==> src/rtl/tpiu_pkg.sv <==
// Shared constants for the TPIU transmit formatter: sync words, width codes, unit kinds.
package tpiu_pkg;

  localparam int unsigned FRAME_W = 128;
  localparam int unsigned REM_W   = 8;

  localparam logic [31:0] FSYNC_WORD = 32'h7FFF_FFFF;
  localparam logic [15:0] HSYNC_WORD = 16'h7FFF;

  localparam logic [1:0] W4 = 2'd3;
  localparam logic [1:0] W2 = 2'd2;
  localparam logic [1:0] W1 = 2'd1;

  typedef logic [1:0] tpiu_state_t;
  localparam tpiu_state_t FSYNC = 2'd0;
  localparam tpiu_state_t HSYNC = 2'd1;
  localparam tpiu_state_t FRAME = 2'd2;

  // Pin lanes in use for a width code (0 behaves as 1-bit).
  function automatic logic [2:0] lane_bits(input logic [1:0] width);
    case (width)
      W4:      lane_bits = 3'd4;
      W2:      lane_bits = 3'd2;
      W1:      lane_bits = 3'd1;
      default: lane_bits = 3'd1;
    endcase
  endfunction

endpackage

==> src/rtl/tpiu_tx_shifter.sv <==
// Variable-rate unit shifter: emits 2w bits per cycle (A lanes then B lanes), LSB first.
module tpiu_tx_shifter
  import tpiu_pkg::*;
(
  input  logic               clk,
  input  logic               rst,
  input  logic               load,
  input  logic [1:0]         width,
  input  logic [FRAME_W-1:0] load_data,
  input  logic [REM_W-1:0]   load_bits,
  output logic [3:0]         douta,
  output logic [3:0]         doutb,
  output logic               busy,
  output logic               last,
  output logic               pre_last
);

  logic [FRAME_W-1:0] sreg;
  logic [REM_W-1:0]   rem;
  logic [1:0]         width_q;
  logic [2:0]         w_c;
  logic [2:0]         cur_w_c;
  logic [3:0]         step_c;
  logic [3:0]         mask_c;
  logic [FRAME_W-1:0] src_c;

  // Select the word and lane width feeding the pins this cycle; flag the unit's final cycles.
  always_comb begin
    cur_w_c  = lane_bits(width_q);
    w_c      = load ? lane_bits(width) : cur_w_c;
    step_c   = 4'({w_c, 1'b0});
    mask_c   = 4'((5'd1 << w_c) - 5'd1);
    src_c    = load ? load_data : sreg;
    busy     = (rem != '0);
    last     = (rem == {4'b0, cur_w_c, 1'b0});
    pre_last = (rem == {3'b0, cur_w_c, 2'b0});
  end

  // Register pin lanes and advance the shift register / remaining-bit count.
  always_ff @(posedge clk or posedge rst) begin
    if (rst) begin
      sreg    <= '0;
      rem     <= '0;
      width_q <= W1;
      douta   <= '0;
      doutb   <= '0;
    end else if (load || busy) begin
      douta <= src_c[3:0] & mask_c;
      doutb <= 4'(src_c >> w_c) & mask_c;
      sreg  <= src_c >> step_c;
      if (load) begin
        rem     <= load_bits;
        width_q <= width;
      end else begin
        rem <= rem - REM_W'(step_c);
      end
    end
  end

endmodule

==> src/rtl/tpiu_tx.sv <==
// TPIU transmit formatter: schedules full syncs, frames and halfsyncs onto a DDR trace port.
module tpiu_tx
  import tpiu_pkg::*;
#(
  parameter int unsigned SYNC_INTERVAL = 8,
  parameter int unsigned STARTUP_SYNCS = 2
) (
  input  logic               clk,
  input  logic               rst,
  input  logic [1:0]         width,
  input  logic               PkAvail,
  input  logic [FRAME_W-1:0] Packet,
  output logic               PkTaken,
  output logic [3:0]         traceDouta,
  output logic [3:0]         traceDoutb,
  output logic               syncOut,
  output logic               idle
);

  localparam int unsigned FCNT_W = (SYNC_INTERVAL == 0) ? 1 : $clog2(SYNC_INTERVAL + 1);
  localparam int unsigned SCNT_W = 3;

  tpiu_state_t         nxt_q;
  tpiu_state_t         dec_c;
  logic                take_c;
  logic                sync_due_c;
  logic                load_c;
  logic [SCNT_W-1:0]   start_cnt;
  logic [FCNT_W-1:0]   frame_cnt;
  logic [FRAME_W-1:0]  ld_data_c;
  logic [REM_W-1:0]    ld_bits_c;
  logic                busy;
  logic                last;
  logic                pre_last;

  // Next-unit priority: startup syncs, forced periodic sync, frame, then halfsync filler.
  always_comb begin
    dec_c      = HSYNC;
    take_c     = 1'b0;
    sync_due_c = (SYNC_INTERVAL != 0) && (frame_cnt == FCNT_W'(SYNC_INTERVAL));
    if (start_cnt != '0) begin
      dec_c = FSYNC;
    end else if (sync_due_c) begin
      dec_c = FSYNC;
    end else if (PkAvail) begin
      dec_c  = FRAME;
      take_c = 1'b1;
    end
    load_c = last || !busy;
    case (nxt_q)
      FSYNC: begin
        ld_data_c = FRAME_W'(FSYNC_WORD);
        ld_bits_c = REM_W'(32);
      end
      HSYNC: begin
        ld_data_c = FRAME_W'(HSYNC_WORD);
        ld_bits_c = REM_W'(16);
      end
      default: begin
        ld_data_c = Packet;
        ld_bits_c = REM_W'(128);
      end
    endcase
  end

  // Decide one cycle early so PkTaken lands in the last cycle of the current unit.
  always_ff @(posedge clk or posedge rst) begin
    if (rst) begin
      nxt_q   <= FSYNC;
      PkTaken <= 1'b0;
    end else begin
      PkTaken <= pre_last && take_c;
      if (pre_last) nxt_q <= dec_c;
    end
  end

  // Unit-start bookkeeping: sync/idle flags and startup/frame counters.
  always_ff @(posedge clk or posedge rst) begin
    if (rst) begin
      start_cnt <= SCNT_W'(STARTUP_SYNCS);
      frame_cnt <= '0;
      syncOut   <= 1'b0;
      idle      <= 1'b0;
    end else begin
      syncOut <= load_c && (nxt_q == FSYNC);
      if (load_c) begin
        idle <= (nxt_q == HSYNC);
        if (nxt_q == FSYNC) begin
          frame_cnt <= '0;
          if (start_cnt != '0) start_cnt <= start_cnt - SCNT_W'(1);
        end else if (nxt_q == FRAME && SYNC_INTERVAL != 0 &&
                     frame_cnt != FCNT_W'(SYNC_INTERVAL)) begin
          frame_cnt <= frame_cnt + FCNT_W'(1);
        end
      end
    end
  end

  tpiu_tx_shifter u_shifter (
    .clk       (clk),
    .rst       (rst),
    .load      (load_c),
    .width     (width),
    .load_data (ld_data_c),
    .load_bits (ld_bits_c),
    .douta     (traceDouta),
    .doutb     (traceDoutb),
    .busy      (busy),
    .last      (last),
    .pre_last  (pre_last)
  );

endmodule
==> config.mk <==
export PLATFORM = sky130hd
export DESIGN_NAME = tpiu_tx
export DESIGN_NICKNAME = d
export VERILOG_FILES = /design/src/rtl/tpiu_pkg.sv /design/src/rtl/tpiu_tx_shifter.sv /design/src/rtl/tpiu_tx.sv
export SDC_FILE = /design/constraint.sdc
export NUM_CORES = 1
export LEC_CHECK = 0
export CAP_MARGIN = 20
export CORE_ASPECT_RATIO = 0.7
export CORE_MARGIN = 3
export CORE_UTILIZATION = 44
export DETAILED_ROUTE_END_ITERATION = 8
export HOLD_SLACK_MARGIN = 0.1
export PLACE_DENSITY = 0.65
export SLEW_MARGIN = 10
export SYNTH_ARGS = -nofsm -noshare
export SYNTH_HDL_FRONTEND = slang
export SYNTH_HIERARCHICAL = 1
export SYNTH_SLANG_ARGS = --single-unit
==> constraint.sdc <==
create_clock -name clk -period 6.1 [get_ports clk]
set_clock_uncertainty 0.2 [all_clocks]
set_input_delay 1.22 -clock clk [delete_from_list [all_inputs] [get_ports clk]]
set_output_delay 1.22 -clock clk [all_outputs]
set_load 0.005 [all_outputs]
==> summary.txt, run 1 <==
status: finished, final reports clean
Synth Instances: 1458
ant diodes: 0
clk sinks: 158
Skew-Pair Late Insertion Delay: 0.44 ns
Tmin final: 4.98 ns
Vias: 11600
Worst Path Required: 6.17 ns
worst slew pin tran: 1.02 ns
Pre-Repair DR Iteration Count: 5
Hold Vio Cnt, Final: 0
IO Count: 144
Worst IR Drop VDD: 0.000187 V
Num CTS Buffers: 17
Internal Pwr Total: 1.79 mW
Primary FF master, synth: dfrtp_1
Global Route met3 Usage: 5.95%
max_slew headroom: 32.0%
Setup violations, final: 0
post-layout util: 53.3%
initial drt markers: 1398
vias in the first global route: 11000
cts hold-fix bufs: 0
Worst Hold Depth: 2
busiest metal layer after global routing: met1
Routed Antenna Nets: 0
fin area: 13900 um^2
DR WL/cell: 20.3 um
Worst Path Max Fanout: 45
crit end category: flop
total wire length: 37.9 mm
setup TNS: 0 ns
root buf cell: clkbuf_16
Worst R2R Path Depth: 14
Via density: 6.21
Max Slew Vio Count: 0
Placed Area: 13300 um^2
RSZ-0062 raised after global routing: false
Post-synth EDFFs: 0
number of synthesized register bits: 158
met2 usage: 37.6%
max-cap viol count: 0
sequential share of the synthesized area: 33.1%
die extent in x: 203 um
CTS tree: done
CP Data Arrival Time: 5.05 ns
CTS clk-pin slew, worst paths: 0.07 ns
Die Y: 144 um
post-DP HPWL: 23.9 mm
Hold WC Path Type: reg2reg
met1 GRT Util: 37.9%
fin crit share: 81.6%
Clock power frac: 47.7%
largest net degree at the start of global routing: 100
fraction of registers with async set/reset: 100%
FILL cells: 2436
Initial Util: 45.6%
Synth Area per Inst: 8.19 um^2
share of layout cells above drive strength 1: 7.74%
synth unique cells: 70
Yosys warnings: 6
GP Congestion: 0.899
Pwr Density: 167 nW/um^2
# DRC: 0
dpl cells: 1837
Setup Crit Path Kind: reg2reg
net total in the final layout: 1640
Net Sw Power: 0.543 mW
# resized after CTS: 0
grt ovf: 0
Area Overhead vs Synth: 16.8%
postcts setup bufs: 0
Flop pwr share: 45.0%
combinational power share: 7.3%
initial antenna violation count: 0
total core area: 26200 um^2
die area: 29200 um^2
Std-Cell Rows: 49
IO Port Bufs: 143
P_leak: 5.67 nW
first-pass GRT wire length: 60.5 mm
H-tree lvl count: 4
clock buffer depth: 2
Finished Layout Cells: 1869
Mapped Area: 11900 um^2
sw frac: 23.3%
Tot GR Track Use: 25.5%
CP startpoint kind: flop
FMAX: 201 MHz
## synthesized netlist by cell type (all sizes together) (7+ instances only)
cell type	n	area share, %
mux2i	65	5.5
clkbuf	74	2.3
nor3	21	0.97
a31oi	13	0.68
inv	16	0.50
a221o	10	0.84
o211ai	9	0.57
ha	7	0.73
nand3	12	0.50
dfrtp	156	33
o21ai	97	4.1
a21oi	117	4.9
a22o	31	2.3
and2	105	5.5
a2111oi	30	2.2
o22ai	39	2.0
nor2b	18	0.94
a32o	12	1.0
mux2	26	2.5
a22oi	27	1.7
a221oi	10	0.73
a32oi	38	2.8
buf	78	3.9
a21o	18	1.1
nand2	92	3.0
o21a	7	0.44
o31ai	10	0.63
nand2b	20	1.0
a211oi	16	1.0
and3	35	1.8
nor2	181	5.7
## cell families (layout without fill, tap and decap cells)
kind of cell	count (synthesis)	in the layout	synth area share (%)
xor+xnor	5	5	0.367
fa+ha+maj	8	8	0.901
simple gates	510	510	21.2
buf+inv	169	219	6.80
compound gates	516	516	29.7
mux	91	91	7.93
flops	158	158	33.1
other cells	1	5	0.0314
## metal layers
metal  routed length (um)  vias up
li1                     -     5452
met1                17700     5575
met2                16000      538
met3                 3580       47
met4                  652        0
met5                    0        -
## sequential cells by signal, summed over array words and instances (netlist names)
register / cells
nxt_q: 2
syncOut: 1
u_shifter/douta: 4
u_shifter/sreg: 128
u_shifter/width_q: 2
start_cnt: 3
idle: 1
PkTaken: 1
frame_cnt: 4
u_shifter/rem: 8
u_shifter/doutb: 4
## critical path, stage by stage (launching register included)
cell and delay [ns]:
dfrtp_1 0.50, or3_1 0.28, nor3_4 0.12, inv_1 0.13, nor2b_1 0.67, inv_4 0.38, or3b_1 0.54, nand2_4 0.45
inv_2 0.23, ha_1 0.32, nor2b_1 0.13, o21ai_0 0.19, nor4b_1 0.34, mux2i_1 0.23, a21oi_1 0.08
## power groups by stage
stage | Clock (mW) | Combinational (mW) | Sequential (mW)
5_1_grt | 1.17 | 0.185 | 1.05
2_1_floorplan | 0 | 0.0612 | 1.07
6_report | 1.11 | 0.170 | 1.05
3_5_place_dp | 0 | 0.171 | 1.07
3_3_place_gp | 0 | 0.172 | 1.07
4_1_cts | 1.13 | 0.172 | 1.05
## stage by stage
stage | setup slack, ns | power [mW] | hold WS, ns
finish | 1.12 | 2.33 | 0.271
global route | 0.759 | 2.41 | 0.293
CTS | 1.19 | 2.35 | 0.274
detailed placement | 1.22 | 1.24 | 0.259
global placement | 1.34 | 1.24 | 0.255
floorplan | 0.759 | 1.13 | 0.237
## placed cells by master, fill, tap and decap left out, types with 20 or more instances in the layout
cell type,n
nor3_1,20
buf_4,26
a21oi_1,117
a22o_1,31
mux2_2,25
nand2_1,90
dfrtp_1,154
o22ai_1,39
mux2i_1,65
and3_1,35
and2_1,104
clkdlybuf4s50_1,143
a32oi_1,38
a22oi_1,27
nor2_1,180
nand2b_1,20
a2111oi_0,30
o21ai_0,92
## worst paths after layout
kind	startpoint	to	slack, ns
setup / recovery	u_shifter/rem[4]	u_shifter/rem[6]	1.12
hold / removal	u_shifter/doutb[3]	u_shifter/doutb[3]	0.27
setup reg to reg	u_shifter/rem[4]	u_shifter/rem[6]	1.12
hold reg to reg	u_shifter/doutb[3]	u_shifter/doutb[3]	0.27
max in group asynchronous	rst	u_shifter/sreg[92]	3.54
min in group asynchronous	rst	start_cnt[0]	1.05
## area by class of cell
type	count	area [um^2]	share of cell area (%)
repair buffers	170	1650	11.8
clock buffers	20	467	3.35
multi-input cells	1135	7210	51.7
clock inverters	12	138	0.987
well taps	357	447	3.20
inverters	17	71.3	0.511
flip-flops and latches	158	3960	28.4
(Power assumes the default switching activity.)
==> run 2: changes to the inputs <==
==> constraint.sdc (replaced) <==
create_clock -name clk -period 4.8 [get_ports clk]
set_clock_uncertainty 0.2 [all_clocks]
set_input_delay 0.96 -clock clk [delete_from_list [all_inputs] [get_ports clk]]
set_output_delay 0.96 -clock clk [all_outputs]
set_load 0.005 [all_outputs]
==> summary.txt, run 2 (synthesis gave the netlist of run 1 again) <==
status: finished, final reports clean
Worst Path Max Fanout: 84 (+87%)
dpl cells: 1845 (+0.44%)
vias in the first global route: 11100 (+0.96%)
CP startpoint kind: flop
GP Congestion: 0.879 (-2.3%)
# DRC: 0 (unchanged)
share of layout cells above drive strength 1: 8.28% (+0.55 points)
# resized after CTS: 0 (unchanged)
initial antenna violation count: 0 (unchanged)
Critical Path Max Stage Delay: 0.64 ns (-0.03 ns)
Design Power: 3.08 mW (+32%)
IO Port Bufs: 143 (unchanged)
number of flip-flops in the largest register: 128 (unchanged)
FMAX: 250 MHz (+24%)
Tmin final: 4.00 ns (-0.976 ns)
Max Slew Vio Count: 0 (unchanged)
die extent in x: 203 um (unchanged)
fin area: 14100 um^2 (+1.4%)
setup TNS: 0 ns (unchanged)
Initial Util: 45.6% (unchanged)
commonest non-fill, non-tap cell in the layout: nor2_1
CP Data Arrival Time: 4.12 ns (-0.93 ns)
first-pass GRT wire length: 60.7 mm (+0.40%)
total wire length: 37.7 mm (-0.41%)
Routed Antenna Nets: 0 (unchanged)
clock buffer depth: 2 (unchanged)
flop2flop setup slack: 0.80 ns (-0.32 ns)
cts hold-fix bufs: 0 (unchanged)
Finished Layout Cells: 1878 (+0.48%)
IO Count: 144 (unchanged)
Setup violations, final: 0 (unchanged)
most frequent cells in the layout: 180 x nor2_1, 154 x dfrtp_1, 143 x clkdlybuf4s50_1, 117 x a21oi_1, 104 x and2_1
critical path's most frequent cell: o21ai_0
Num CTS Buffers: 17 (unchanged)
worst path cell trace: o21ai_0, a31oi_1, nor3_1, nor2b_1, inv_4, buf_4, and2_2, buf_12, a32o_1, a221oi_1, o21ai_0, mux2_4
Area Overhead vs Synth: 18.4%
Setup Crit Path Kind: reg2reg
worst slew pin tran: 1.03 ns (+0.0121 ns)
Hold Vio Cnt, Final: 0 (unchanged)
Worst R2R Start: u_shifter/width_q[0]
initial drt markers: 1326 (-5.2%)
root buf cell: clkbuf_16
Via density: 6.24 (+0.36%)
Tot GR Track Use: 25.6% (+0.081 points)
fin crit share: 83.4% (+1.8 points)
crit end category: flop
Die Y: 144 um (unchanged)
postcts setup bufs: 0 (unchanged)
Vias: 11700 (+0.84%)
ant diodes: 0 (unchanged)
Hold WC Path Type: reg2reg
largest net degree at the start of global routing: 93 (-7.0%)
H-tree lvl count: 4 (unchanged)
DR WL/cell: 20.1 um (-0.89%)
slowest stage cell on the critical path: dfstp_2
Skew-Pair Late Insertion Delay: 0.43 ns (about the same)
P_leak: 5.75 nW (+1.5%)
die area: 29200 um^2 (unchanged)
grt ovf: 0 (unchanged)
max-cap viol count: 0 (unchanged)
total core area: 26200 um^2 (unchanged)
clk sinks: 158 (unchanged)
Final WS setup: 0.796 ns (-0.324 ns)
RSZ-0062 raised after global routing: false
Worst IR Drop VDD: 0.000251 V (+34%)
crit path launch: u_shifter/width_q[0]
CTS clk-pin slew, worst paths: 0.06 ns (about the same)
CTS tree: done
net total in the final layout: 1649 (+0.55%)
Worst Path Required: 4.91 ns (-1.26 ns)
post-place setup slack: 0.875 ns (-0.347 ns)
Min-Delay Startpoint: u_shifter/doutb[3]
max_slew headroom: 31.3% (-0.78 points)
Std-Cell Rows: 49 (unchanged)
Pwr Density: 218 nW/um^2 (+30%)
Pre-Repair DR Iteration Count: 7 (+2)
Largest regs: u_shifter/sreg x128, u_shifter/rem x8
post-DP HPWL: 24.2 mm (+1.4%)
Placed Area: 13500 um^2 (+0.91%)
Most flops, register: u_shifter/sreg
run 2: layout make-up:
type                       instances  area [um^2]
inverter                          17         70.1
timing repair buffer             179         1790
fill                            2459        12000
clock inverter                    14          214
tap                              357          447
clock buffer                      18          439
multi-input combinational       1135         7210
sequential                       158         3960
run 2: critical path: cells and delay by family, from the launching register on:
family / cells / cell delay, ns
mux: 1 / 0.30
buf+inv: 3 / 0.55
flops: 1 / 0.64
compound gates: 5 / 1.11
simple gates: 3 / 0.98
run 2: path summary, 6_finish.rpt:
path / end / depth (start not counted)
min in group asynchronous: u_shifter/douta[2] / 2
setup / recovery: u_shifter/sreg[49] / 12
max in group asynchronous: u_shifter/width_q[1] / 3
setup reg to reg: u_shifter/sreg[49] / 12
hold / removal: u_shifter/doutb[3] / 2
hold reg to reg: u_shifter/doutb[3] / 2
run 2: through the flow:
| stage | hold WS (ns) | utilization (%) |
|---|---|---|
| after global routing | 0.301 | 54.0 |
| after detailed placement | 0.259 | 51.4 |
| after CTS | 0.274 | 53.9 |
| after global placement | 0.254 | 51.4 |
| after floorplan | 0.237 | - |
| final | 0.268 | 54.0 |
run 2: power by group:
part | total [mW] | internal [mW] | leakage [nW] | switching (mW)
logic | 0.219 | 0.130 | 3.40 | 0.0891
clock network | 1.53 | 0.938 | 0.312 | 0.589
registers | 1.33 | 1.33 | 2.04 | 0.000781
total | 3.08 | 2.40 | 5.75 | 0.679
run 2: routing by layer:
metal | vias to the layer above | global-route usage (%) | share of wire (%)
met1 | 5609 | 39.0 | 47
met3 | 41 | 4.94 | 9.1
met5 | - | 0 | 0
met4 | 0 | 5.87 | 1.2
li1 | 5472 | - | -
met2 | 588 | 37.4 | 42
==> run 3: changes to the inputs <==
==> constraint.sdc (replaced) <==
create_clock -name clk -period 3.85 [get_ports clk]
set_clock_uncertainty 0.2 [all_clocks]
set_input_delay 0.77 -clock clk [delete_from_list [all_inputs] [get_ports clk]]
set_output_delay 0.77 -clock clk [all_outputs]
set_load 0.005 [all_outputs]
==> summary.txt, run 3 (synthesis gave the netlist of run 1 again) <==
worst path cell trace: or4_4, nor3_4, inv_2, nor2b_4, clkinvlp_4, mux2_2, clkinv_2, ha_1, inv_1, fa_1, a211o_1, nor4_4, xnor2_1, o21ai_0
total wire length: 38.0 mm (+0.60%)
Max Slew Vio Count: 0 (unchanged)
first-pass GRT wire length: 60.6 mm (-0.27%)
cell family with most CP delay: simple AND/OR/NAND/NOR gates
CP startpoint kind: flop
slowest stage cell on the critical path: or4_4
Net Sw Power: 0.861 mW (+27%)
Initial Util: 45.6% (unchanged)
FILL cells: 2493 (+1.4%)
die area: 29200 um^2 (unchanged)
# DRC: 0 (unchanged)
Internal Pwr Total: 2.82 mW (+17%)
DR WL/cell: 20.0 um (-0.35%)
status: finished, final reports clean
Flop pwr share: 45.2% (+1.9 points)
Worst Path Max Fanout: 5 (-94%)
Worst R2R Path Depth: 14 (+2)
Via density: 6.20 (-0.61%)
largest net degree at the start of global routing: 93 (unchanged)
Skew-Pair Late Insertion Delay: 0.44 ns (about the same)
Clock power frac: 47.3% (-2.3 points)
worst hold slack: 0.267 ns (-0.00113 ns)
Worst IR Drop VDD: 0.000292 V (+16%)
post-DP HPWL: 24.8 mm (+2.3%)
initial antenna violation count: 0 (unchanged)
Pwr Density: 256 nW/um^2 (+18%)
flop2flop setup slack: 0.17 ns (-0.62 ns)
root buf cell: clkbuf_16
Critical Path Max Stage Delay: 0.59 ns (-0.05 ns)
r2r endpoint: u_shifter/rem[7]
P_leak: 5.85 nW (+1.7%)
Vias: 11800 (+0.34%)
commonest non-fill, non-tap cell in the layout: nor2_1
grt ovf: 0 (unchanged)
Hold Vio Cnt, Final: 0 (unchanged)
fin crit share: 95.5% (+12 points)
number of flip-flops in the largest register: 128 (unchanged)
Largest regs: u_shifter/sreg x128, u_shifter/rem x8
max_slew headroom: 35.5% (+4.2 points)
worst slew pin tran: 0.967 ns (-0.0633 ns)
WP buf/inv: 4 (+1)
Pre-Repair DR Iteration Count: 6 (-1)
initial drt markers: 1369 (+3.2%)
clock buffer depth: 2 (unchanged)
Die Y: 144 um (unchanged)
sw frac: 23.4% (+1.4 points)
ant diodes: 0 (unchanged)
share of layout cells above drive strength 1: 9.94% (+1.7 points)
Min-Delay Startpoint: u_shifter/doutb[3]
RSZ-0062 raised after global routing: false
CTS clk-pin slew, worst paths: 0.06 ns (about the same)
Setup violations, final: 0 (unchanged)
Routed Antenna Nets: 0 (unchanged)
H-tree lvl count: 4 (unchanged)
vias in the first global route: 11100 (-0.59%)
most frequent cells in the layout: 180 x nor2_1, 153 x dfrtp_1, 143 x clkdlybuf4s50_1, 117 x a21oi_1, 104 x and2_1
CTS tree: done
Hold WC Path Type: reg2reg
combinational power share: 7.5% (+0.4 points)
Tmin final: 3.68 ns (-0.327 ns)
net total in the final layout: 1667 (+1.1%)
Most flops, register: u_shifter/sreg
Std-Cell Rows: 49 (unchanged)
setup TNS: 0 ns (unchanged)
IO Port Bufs: 143 (unchanged)
Worst R2R Start: u_shifter/rem[5]
Worst Hold Depth: 2 (unchanged)
Worst Path Required: 3.95 ns (-0.96 ns)
Setup Crit Path Kind: reg2reg
Tot GR Track Use: 25.7% (+0.066 points)
Num CTS Buffers: 17 (unchanged)
max-cap viol count: 0 (unchanged)
FMAX: 272 MHz (+8.9%)
die extent in x: 203 um (unchanged)
clk sinks: 158 (unchanged)
total core area: 26200 um^2 (unchanged)
Area Overhead vs Synth: 20.2%
hold endpoint: u_shifter/doutb[3]
GP Congestion: 0.842 (-4.2%)
crit end category: flop
CP Data Arrival Time: 3.78 ns (-0.34 ns)
IO Count: 144 (unchanged)
-- run 3: worst max path at each step --
| stage | startpoint | to | slack [ns] | cells after the start |
|---|---|---|---|---|
| floorplan | u_shifter/rem[5] | u_shifter/rem[7] | -0.39 | 17 |
| global placement | u_shifter/rem[5] | u_shifter/rem[7] | 0.19 | 13 |
| detailed placement | u_shifter/rem[5] | u_shifter/rem[7] | 0.09 | 13 |
| CTS | u_shifter/rem[5] | u_shifter/rem[7] | 0.07 | 13 |
| global route | u_shifter/rem[5] | u_shifter/rem[7] | 0.04 | 14 |
| finish | u_shifter/rem[5] | u_shifter/rem[7] | 0.17 | 14 |
-- run 3: repair_timing --
action | in CTS | in global routing
hold buffers | 0 | 0
setup endpoints to repair | 0 | 4
gates resized for setup | 0 | 3
endpoints found under the hold margin | 0 | 0
buffers inserted | 0 | 2
-- run 3: power by group through the flow --
stage          Clock (mW)  Sequential (mW)  Combinational, mW
6_report             1.74             1.66              0.276
5_1_grt              1.84             1.66              0.299
4_1_cts              1.77             1.66              0.279
3_5_place_dp            0             1.69              0.277
3_3_place_gp            0             1.69              0.276
2_1_floorplan           0             1.69             0.0971
-- run 3: area by class of cell --
| class | instances | area [um^2] | area share, % |
|---|---|---|---|
| timing repair buffer | 197 | 2010 | 14.0 |
| inverter | 17 | 72.6 | 0.506 |
| multi-input combinational | 1135 | 7260 | 50.6 |
| sequential | 158 | 3960 | 27.6 |
| clock inverter | 13 | 140 | 0.976 |
| tap | 357 | 447 | 3.11 |
| clock buffer | 19 | 453 | 3.16 |
-- run 3: per-stage QoR --
stage	setup slack, ns	utilization (%)	power (mW)	cell area (um^2)	std cells
final	0.172	54.8	3.68	14400	1896
after global routing	0.0442	54.8	3.80	14400	1896
after CTS	0.0704	54.7	3.71	14300	1894
after detailed placement	0.0925	52.4	1.97	13700	1862
after global placement	0.189	52.4	1.97	13700	1862
after floorplan	-0.386	-	1.79	12000	1462
-- run 3: worst register-to-register path, delay by kind of cell, from the launching register on --
kind                       cells  cell delay [ns]
DFF                            1             0.45
xor gates and xnor gates       1             0.14
and+or+nand+nor                4             1.05
muxes                          1             0.36
buffers and inverters          4             0.32
AOI/OAI and AO/OA              2             0.44
adders and majority gates      2             0.59
-- run 3: layer usage --
metal	global-route usage, %	vias up	part of all wire (%)
li1	-	5523	-
met1	38.8	5653	48
met2	38.4	540	43
met3	4.44	34	7.4
met4	5.68	0	1.2
met5	0	-	0
